**config.mk**
```make
export PLATFORM = sky130hd
export DESIGN_NAME = seg_display_decoder
export DESIGN_NICKNAME = d
export VERILOG_FILES = /design/src/rtl/seg_display_decoder.sv
export SDC_FILE = /design/constraint.sdc
export NUM_CORES = 1
export LEC_CHECK = 0
export BUFFER_PORTS_ARGS = -buffer_cell sky130_fd_sc_hd__buf_2
export CAP_MARGIN = 5
export CORE_UTILIZATION = 56
export CTS_BUF_LIST = sky130_fd_sc_hd__clkbuf_16
export CTS_CLUSTER_SIZE = 16
export DETAILED_ROUTE_END_ITERATION = 12
export PLACE_DENSITY = 0.75
export SYNTH_ARGS = -nofsm -noshare
export SYNTH_HDL_FRONTEND = slang
export SYNTH_SLANG_ARGS = --single-unit
```
**constraint.sdc**
```tcl
create_clock -name CLK -period 2.85 [get_ports CLK]
set_clock_uncertainty 0.15 [all_clocks]
set_input_delay 0.57 -clock CLK [delete_from_list [all_inputs] [get_ports CLK]]
set_output_delay 0.57 -clock CLK [all_outputs]
set_load 0.01 [all_outputs]
```
**src/rtl/seg_display_decoder.sv**
```systemverilog
// seg_display_decoder: loopback monitor that decodes a 2-digit multiplexed 7-segment drive
// back into BCD digits and a 0..99 magnitude, delivered over a valid/ready handshake.
module seg_display_decoder #(
    parameter int SETTLE_CYCLES = 1024
) (
    input  logic       CLK,
    input  logic       RESET,
    input  logic [6:0] SEGMENTS,
    input  logic       DIGIT_SELECT,
    input  logic       READY,
    output logic [6:0] VALUE,
    output logic [3:0] TENS,
    output logic [3:0] ONES,
    output logic       VALID,
    output logic       FRAME_ERR,
    output logic       OVERRUN
);
    localparam int CW = $clog2(SETTLE_CYCLES + 1);

    typedef enum logic {S_HUNT, S_ONES} state_t;

    logic [7:0]    r_q, p_q;
    logic [CW-1:0] cnt_q, cnt_d;
    state_t        state_q, state_d;
    logic [3:0]    tens_q, tens_d, tens_o_q, tens_o_d, ones_o_q, ones_o_d, dig;
    logic          tens_err_q, tens_err_d, valid_q, valid_d, ferr_q, ferr_d, ovr_q, ovr_d;
    logic          dig_err, cap, done, load, err;

    always_comb begin
        dig     = 4'd0;
        dig_err = 1'b0;
        case (r_q[6:0])
            7'b1111110: dig = 4'd0;
            7'b0110000: dig = 4'd1;
            7'b1101101: dig = 4'd2;
            7'b1111001: dig = 4'd3;
            7'b0110011: dig = 4'd4;
            7'b1011011: dig = 4'd5;
            7'b1011111: dig = 4'd6;
            7'b1110000: dig = 4'd7;
            7'b1111111: dig = 4'd8;
            7'b1110011: dig = 4'd9;
            default:    dig_err = 1'b1;
        endcase
    end

    // Counter parks at SETTLE_CYCLES so the capture strobe fires once per stable period
    assign cap   = (r_q == p_q) && (cnt_q == CW'(SETTLE_CYCLES - 1));
    assign cnt_d = (r_q != p_q) ? '0 : (cnt_q == CW'(SETTLE_CYCLES)) ? cnt_q : cnt_q + CW'(1);

    always_comb begin
        state_d    = state_q;
        tens_d     = tens_q;
        tens_err_d = tens_err_q;
        done       = 1'b0;
        if (cap && !r_q[7]) begin
            tens_d     = dig;
            tens_err_d = dig_err;
            state_d    = S_ONES;
        end else if (cap && state_q == S_ONES) begin
            done    = 1'b1;
            state_d = S_HUNT;
        end
    end

    assign err      = tens_err_q | dig_err;
    assign load     = done && (!valid_q || READY);
    assign valid_d  = load | (valid_q & ~READY);
    assign ferr_d   = load ? err : ferr_q;
    assign tens_o_d = load ? (err ? 4'd0 : tens_q) : tens_o_q;
    assign ones_o_d = load ? (err ? 4'd0 : dig) : ones_o_q;
    assign ovr_d    = ovr_q | (done & valid_q & ~READY);

    always_ff @(posedge CLK) begin
        if (RESET) begin
            r_q        <= '0;
            p_q        <= '0;
            cnt_q      <= '0;
            state_q    <= S_HUNT;
            tens_q     <= '0;
            tens_err_q <= 1'b0;
            tens_o_q   <= '0;
            ones_o_q   <= '0;
            valid_q    <= 1'b0;
            ferr_q     <= 1'b0;
            ovr_q      <= 1'b0;
        end else begin
            r_q        <= {DIGIT_SELECT, SEGMENTS};
            p_q        <= r_q;
            cnt_q      <= cnt_d;
            state_q    <= state_d;
            tens_q     <= tens_d;
            tens_err_q <= tens_err_d;
            tens_o_q   <= tens_o_d;
            ones_o_q   <= ones_o_d;
            valid_q    <= valid_d;
            ferr_q     <= ferr_d;
            ovr_q      <= ovr_d;
        end
    end

    assign VALUE     = {3'b000, tens_o_q} * 7'd10 + {3'b000, ones_o_q};
    assign TENS      = tens_o_q;
    assign ONES      = ones_o_q;
    assign VALID     = valid_q;
    assign FRAME_ERR = ferr_q;
    assign OVERRUN   = ovr_q;
endmodule

```
==> summary.md, run 1 <==
| Metric | Value |
|---|---|
| Outcome | `completed` |
| Peak supply drop | `564.8 uV` |
| Vias in the first global route | `between 1500 and 2000` |
| Worst Hold End | `OVERRUN` |
| Bufs on Longest Clock Path | `2` |
| Tcrit/Tclk final | `99.09%` |
| Syn_nets | `about 260` |
| Sequential fraction of the synthesis area | `41.76%` |
| DR WL/cell | `12.46 um` |
| Ranking of synthesized cells by area | `dfxtp_1 (42%), xnor2_1 (7.5%), ha_1 (4.7%)` |
| Starting Density | `60.82%` |
| Comb pwr share | `under 10%` |
| Static leakage | `0.9423 nW` |
| Crit path kind | `reg -> out` |
| Worst r2r path cells | `6` |
| Final WL | `between 3000 and 4000 um` |
| Slowest cell on the critical path | `fa_1` |
| Post-CTS setup buffers | `0` |
| Synth cell count leaders | `dfxtp_1 (44), nor2_1 (23), xnor2_1 (18)` |
| Mapped Area | `around 2100 sq um` |
| ANT cells | `0` |
| Max Slew Vio Count | `0` |
| Achievable frequency | `about 350 MHz` |
| CP most frequent cell | `ha_1` |
| Hold Crit Class | `reg -> reg` |
| Internal | `1.067 mW` |
| Drt initial violations | `56` |
| Layout cell share with drive strength beyond 1 | `around 20%` |
| Number of I/O pins | `29` |
| Number of port buffers | `28` |
| Antenna violation net count after detailed routing | `0` |
| DIE AREA | `between 4000 and 5000 sq um` |
| Synth Warn # | `0` |
| Largest net degree at the start of global routing | `34` |
| DR vias | `1643` |
| Reg-to-reg slack, setup | `180 ps` |
| EDFF count, synth | `0` |
| Post-synth cell types | `44` |
| Async S/R FF share, synth | `0%` |
| NumNets Final | `285` |
| Worst-path clk slew | `60 ps` |
| Flop pwr share | `47.3%` |
| Crit-path cells | `ha_1 -> ha_1 -> inv_1 -> fa_1 -> nor3b_2 -> xnor2_1 -> buf_2` |
| Root buf cell | `clkbuf_16` |
| P&R area growth vs syn | `17.97%` |
| Post-synth top flop | `dfxtp_1` |
| Clk pwr share | `between 40% and 50%` |
| Switching Fraction | `roughly a fifth` |
| Placed insts | `303` |
| Critical Path Source Type | `flop` |
| Drt pass-1 iters | `4` |
| Max-Cap Viols | `0` |
| Sink Count | `44` |
| Die Span X | `between 60 and 70 um` |
| Die Ht | `63.38 um` |
| Min cycle time layout | `between 2000 and 3000 ps` |
| Area fraction of the dominant cell type after synthesis | `41.76%` |
| Register bit count reported by yosys | `44` |
| CP arrival | `2100 ps` |
| Setup violators final | `0` |
| Mapped Cells | `234` |
| CP top delay family | `adder cells` |
| CTS H-tree depth | `2` |
| Final core utilization | `71.75%` |
| CP Capture Type | `output pin` |
| GRT overflow | `0` |
| Power per cell area | `541.7 nW/um^2` |
| Num CTS Buffers | `5` |
| Via-per-instance ratio | `between 5 and 6` |
| Final Hold Fails | `0` |
| First-pass GRT wire length | `about 6700 um` |
| Final Non-Filler Cells | `311` |
| R2r endpoint | `TENS[2]` |
| CP max stage delay | `450 ps` |
| Top-count cell post-synth | `dfxtp_1` |
| Core footprint | `about 3500 sq um` |
| Required time of the worst setup path | `2130 ps` |
| GRT Util Overall | `about a fifth` |
| P_sw | `0.2807 mW` |
| Residual DRC | `0` |
| # rows | `21` |
| Mean area per synthesized cell | `9.015 sq um` |
| Worst R2R Start | `cnt_q[1]` |
| Critical path fanouts, max | `5` |
| Initial antenna violation count | `0` |
| RSZ-0062 raised after global routing | `yes` |
| Gpl congestion | `about 0.86` |
| Post-synth top area cell | `dfxtp_1` |
| DP HPWL | `between 2000 and 3000 um` |
| WP buf/inv | `2` |
| CTS tree | `done` |
| Worst slew margin | `49.85%` |
| Slew @ Worst Pin | `~750 ps` |
| Clock insertion delay at the later pin of the skew report | `280 ps` |
| Hold depth | `2` |
| Min-delay src | `OVERRUN` |
logic make-up (layout without fill, tap and decap cells):
logic type | Yosys count | after routing | share of synthesized area, %
AND/OR/NAND/NOR | 98 | 98 | 26.39
buffers and inverters | 27 | 58 | 5.041
multiplexers | 6 | 6 | 2.906
XOR/XNOR | 24 | 24 | 9.964
AO/OA/AOI/OAI | 25 | 25 | 7.296
adder cells (fa/ha/maj) | 10 | 10 | 6.643
flip-flops | 44 | 44 | 41.76
worst reg2reg max path, stage by stage (launching register included):
cell and delay [ps]:
dfxtp_1 370, ha_1 210, nand2_1 100, or4_4 570, or4_4 590, or4b_1 500
o21ai_1 130
sequential cells by signal, indices dropped and copies added (netlist names):
register    flops
tens_q          4
VALID           1
FRAME_ERR       1
cnt_q          11
TENS            4
OVERRUN         1
state_q         1
tens_err_q      1
p_q             8
r_q             8
ONES            4
per-stage QoR:
step | hold WS, ps | area [sq um] | setup WS [ps] | power, mW | TNS, ps
3_5_place_dp | 300.6 | 2310 | 55.42 | 0.7150 | 0
6_report | 313.3 | 2489 | 25.98 | 1.348 | 0
4_1_cts | 314.9 | 2484 | 12.28 | 1.358 | 0
2_1_floorplan | 300.8 | 2110 | 258.7 | 0.6942 | 0
5_1_grt | 339.0 | 2489 | -73.70 | 1.394 | -73.70
3_3_place_gp | 288.1 | 2310 | 119.0 | 0.7130 | 0
what timing repair did:
item,CTS,global route
hold buffers,0,0
pin swaps,0,1
endpoints found under the setup margin,1,6
resized for setup,2,2
metal layers:
metal,up-vias,global-route usage (%),routed length [um]
li1,855,-,-
met1,748,23.90,1778
met4,0,9.375,55
met3,6,4.891,144
met2,34,38.16,1895
met5,-,0,0
how the worst max path moves through the flow:
| stage | startpoint | endpoint | slack (ps) | depth (start not counted) |
|---|---|---|---|---|
| 4_1_cts | TENS[1] | VALUE[6] | 10 | 7 |
| 3_3_place_gp | cnt_q[1] | TENS[1] | 120 | 6 |
| 3_5_place_dp | cnt_q[1] | TENS[2] | 60 | 6 |
| 6_report | TENS[1] | VALUE[6] | 30 | 7 |
| 5_1_grt | TENS[1] | VALUE[6] | -70 | 7 |
| 2_1_floorplan | cnt_q[0] | TENS[0] | 260 | 7 |
placed cells by master, fill, tap and decap left out, types with 2 or more instances in the layout:
master / n
xnor2_1: 18
nand3b_1: 3
or3_1: 2
fa_1: 2
o22ai_1: 3
nand4b_1: 2
or4b_1: 4
and3_1: 2
a21oi_1: 10
nand4_1: 4
dfxtp_2: 2
nor3_1: 3
or4_4: 2
clkbuf_16: 5
dfxtp_1: 42
mux2i_1: 5
ha_1: 8
nor2b_1: 15
buf_4: 7
xor2_1: 6
nand3_1: 15
buf_2: 28
nand2_1: 10
nand2b_1: 3
inv_1: 14
nor2_1: 23
nor4_1: 3
o21ai_1: 4
cell type report:
type | count | area [sq um]
multi-input cells | 163 | 1131
fillers | 294 | 979.7
flip-flops and latches | 44 | 883.3
repair buffers | 35 | 192.7
clock buffers | 5 | 125.1
well taps | 46 | 57.56
inverters | 15 | 56.30
clock inverters | 3 | 42.54
power groups by stage:
| stage | clock, mW | sequential, mW | combinational, mW |
|---|---|---|---|
| global route | 0.683 | 0.638 | 0.0728 |
| finish | 0.646 | 0.637 | 0.0651 |
| detailed placement | 0 | 0.651 | 0.0641 |
| CTS | 0.655 | 0.637 | 0.0654 |
| floorplan | 0 | 0.645 | 0.0495 |
| global placement | 0 | 0.651 | 0.0624 |
Note: power is estimated with default switching activity, not from simulation.
==> run 2: changes to the inputs <==
CORE_UTILIZATION = 34   (was 56)
PLACE_DENSITY = 0.49   (was 0.75)
==> summary.md, run 2 (synthesis results as in run 1) <==
| Metric | Value |
|---|---|
| Number of I/O pins | `29 (unchanged)` |
| Setup violators final | `0 (unchanged)` |
| Most flops, register | `cnt_q (unchanged)` |
| Slew @ Worst Pin | `325.5 ps (was 746.5 ps)` |
| Smallest hold slack | `318.4 ps (was 313.3 ps)` |
| Peak supply drop | `349.7 uV (was 564.8 uV)` |
| Hold Crit Class | `reg -> reg (unchanged)` |
| Largest net degree at the start of global routing | `33 (was 34)` |
| DIE AREA | `6524 sq um (was 4016 sq um)` |
| # fillers | `616 (was 294)` |
| GRT overflow | `0 (unchanged)` |
| RSZ-0062 raised after global routing | `no (was yes)` |
| Bufs on Longest Clock Path | `2 (unchanged)` |
| Num CTS Buffers | `5 (unchanged)` |
| NumNets Final | `291 (was 285)` |
| Achievable frequency | `364.8 MHz (was 354.1 MHz)` |
| Worst-path clk slew | `60 ps (about the same)` |
| Via-per-instance ratio | `4.708 (was 5.283)` |
| Required time of the worst setup path | `2130 ps (about the same)` |
| GRT Util Overall | `13.67% (was 21.37%)` |
| CTS H-tree depth | `2 (unchanged)` |
| Final Hold Fails | `0 (unchanged)` |
| CTS tree | `done (unchanged)` |
| Max reg flops | `11 (unchanged)` |
| P&R area growth vs syn | `21.65% (was 17.97%)` |
| DR WL/cell | `11.62 um (was 12.46 um)` |
| Die Span X | `80.77 um (was 63.38 um)` |
| DR vias | `1629 (was 1643)` |
| Root buf cell | `clkbuf_16 (unchanged)` |
| Gpl congestion | `0.7382 (was 0.8610)` |
| Critical path fanouts, max | `4 (was 5)` |
| Static leakage | `0.9561 nW (was 0.9423 nW)` |
| Min cycle time layout | `2741 ps (was 2824 ps)` |
| Drt initial violations | `83 (was 56)` |
| Die Ht | `80.77 um (was 63.38 um)` |
| Outcome | `completed (unchanged)` |
| Drt pass-1 iters | `4 (unchanged)` |
| Max Slew Vio Count | `0 (unchanged)` |
| Max-Cap Viols | `0 (unchanged)` |
| Vias in the first global route | `1547 (was 1505)` |
| First-pass GRT wire length | `6886 um (was 6651 um)` |
| Design Power | `1.237 mW (was 1.348 mW)` |
| CP arrival | `2020 ps (was 2100 ps)` |
| Layout cell share with drive strength beyond 1 | `21.40% (was 19.62%)` |
| Starting Density | `35.42% (was 60.82%)` |
| Total Neg Setup Slack | `0 ps (unchanged)` |
| DP HPWL | `2938 um (was 2773 um)` |
| Residual DRC | `0 (unchanged)` |
| Antenna violation net count after detailed routing | `0 (unchanged)` |
| CP Capture Type | `output pin (unchanged)` |
| Sink Count | `44 (unchanged)` |
| Most common cell after layout, fill and taps aside | `dfxtp_1 (unchanged)` |
| # rows | `28 (was 21)` |
| Clock insertion delay at the later pin of the skew report | `280 ps (about the same)` |
| Initial antenna violation count | `0 (unchanged)` |
| Number of port buffers | `28 (unchanged)` |
| Power per cell area | `482.0 nW/um^2 (was 541.7 nW/um^2)` |
| ANT cells | `0 (unchanged)` |
| Cts hold-fix bufs | `0 (unchanged)` |
| Most frequent cells in the layout | `dfxtp_1 (43), buf_2 (28), nor2_1 (23) (was dfxtp_1 (42), buf_2 (28), nor2_1 (23))` |
| Final WL | `4022 um (was 3875 um)` |
| Tcrit/Tclk final | `96.18% (was 99.09%)` |
| Critical Path Source Type | `flop (unchanged)` |
| Worst slew margin | `78.13% (was 49.85%)` |
| Core footprint | `5956 sq um (was 3468 sq um)` |
| Biggest regs | `cnt_q x11, p_q x8, r_q x8 (unchanged)` |
| Crit path kind | `reg -> out (unchanged)` |
run 2: cell types whose count changed in the layout (fill, tap and decap cells not counted), sizes merged:
| cell | previous run | this run |
|---|---|---|
| buf | 35 | 41 |
| inv | 14 | 16 |
| clkinvlp | 1 | 0 |
| bufinv | 1 | 0 |
run 2: path summary, 6_finish.rpt:
kind,startpoint,end,slack [ps],depth (start not counted)
min,OVERRUN,OVERRUN,320,2
max,TENS[3],VALUE[5],110,7
min reg2reg,OVERRUN,OVERRUN,320,2
max reg2reg,cnt_q[1],TENS[0],150,7
run 2: layout make-up:
type                            instances  area (sq um)  area share, %
Clock buffer                            5         125.1          4.876
Clock inverter                          3         11.26         0.4388
Inverter                               15         56.30          2.194
Multi-Input combinational cell        163          1157          45.10
Sequential cell                        44         884.6          34.47
Tap cell                               75         93.84          3.657
Timing Repair Buffer                   41         237.7          9.264
run 2: power breakdown:
| part | internal (mW) | switching (mW) | total, mW |
|---|---|---|---|
| Combinational | 0.0330 | 0.0376 | 0.0705 |
| Sequential | 0.625 | 0.00851 | 0.634 |
| Clock | 0.315 | 0.218 | 0.533 |
| Total | 0.973 | 0.264 | 1.24 |
run 2: layer usage:
layer	up-vias	routed length (um)	track usage (%)
met5	-	0	0
met4	0	54	5.000
met3	5	153	3.596
met2	26	1825	22.80
met1	731	1989	16.91
li1	867	-	-
run 2: stage by stage:
step	cell area, sq um	worst slack, ps	cells	util [%]
CTS	2526	4.861	345	42.42
detailed placement	2384	120.6	337	40.02
floorplan	2110	258.7	234	-
global route	2566	13.08	346	43.09
global placement	2384	176.2	337	40.02
finish	2566	109.0	346	43.09
run 2: critical path, cell delays in order, from the launching register on:
cell and delay, ps:
dfxtp_4 360, ha_4 260, ha_2 160, inv_2 40, fa_2 550, buf_4 110, xor2_1 120, buf_2 140
run 2: what timing repair did:
item / CTS / global route
buffers inserted: 0 / 1
endpoints found under the setup margin: 1 / 5
gates cloned: 0 / 0
resized for setup: 2 / 7
pin swaps: 0 / 3
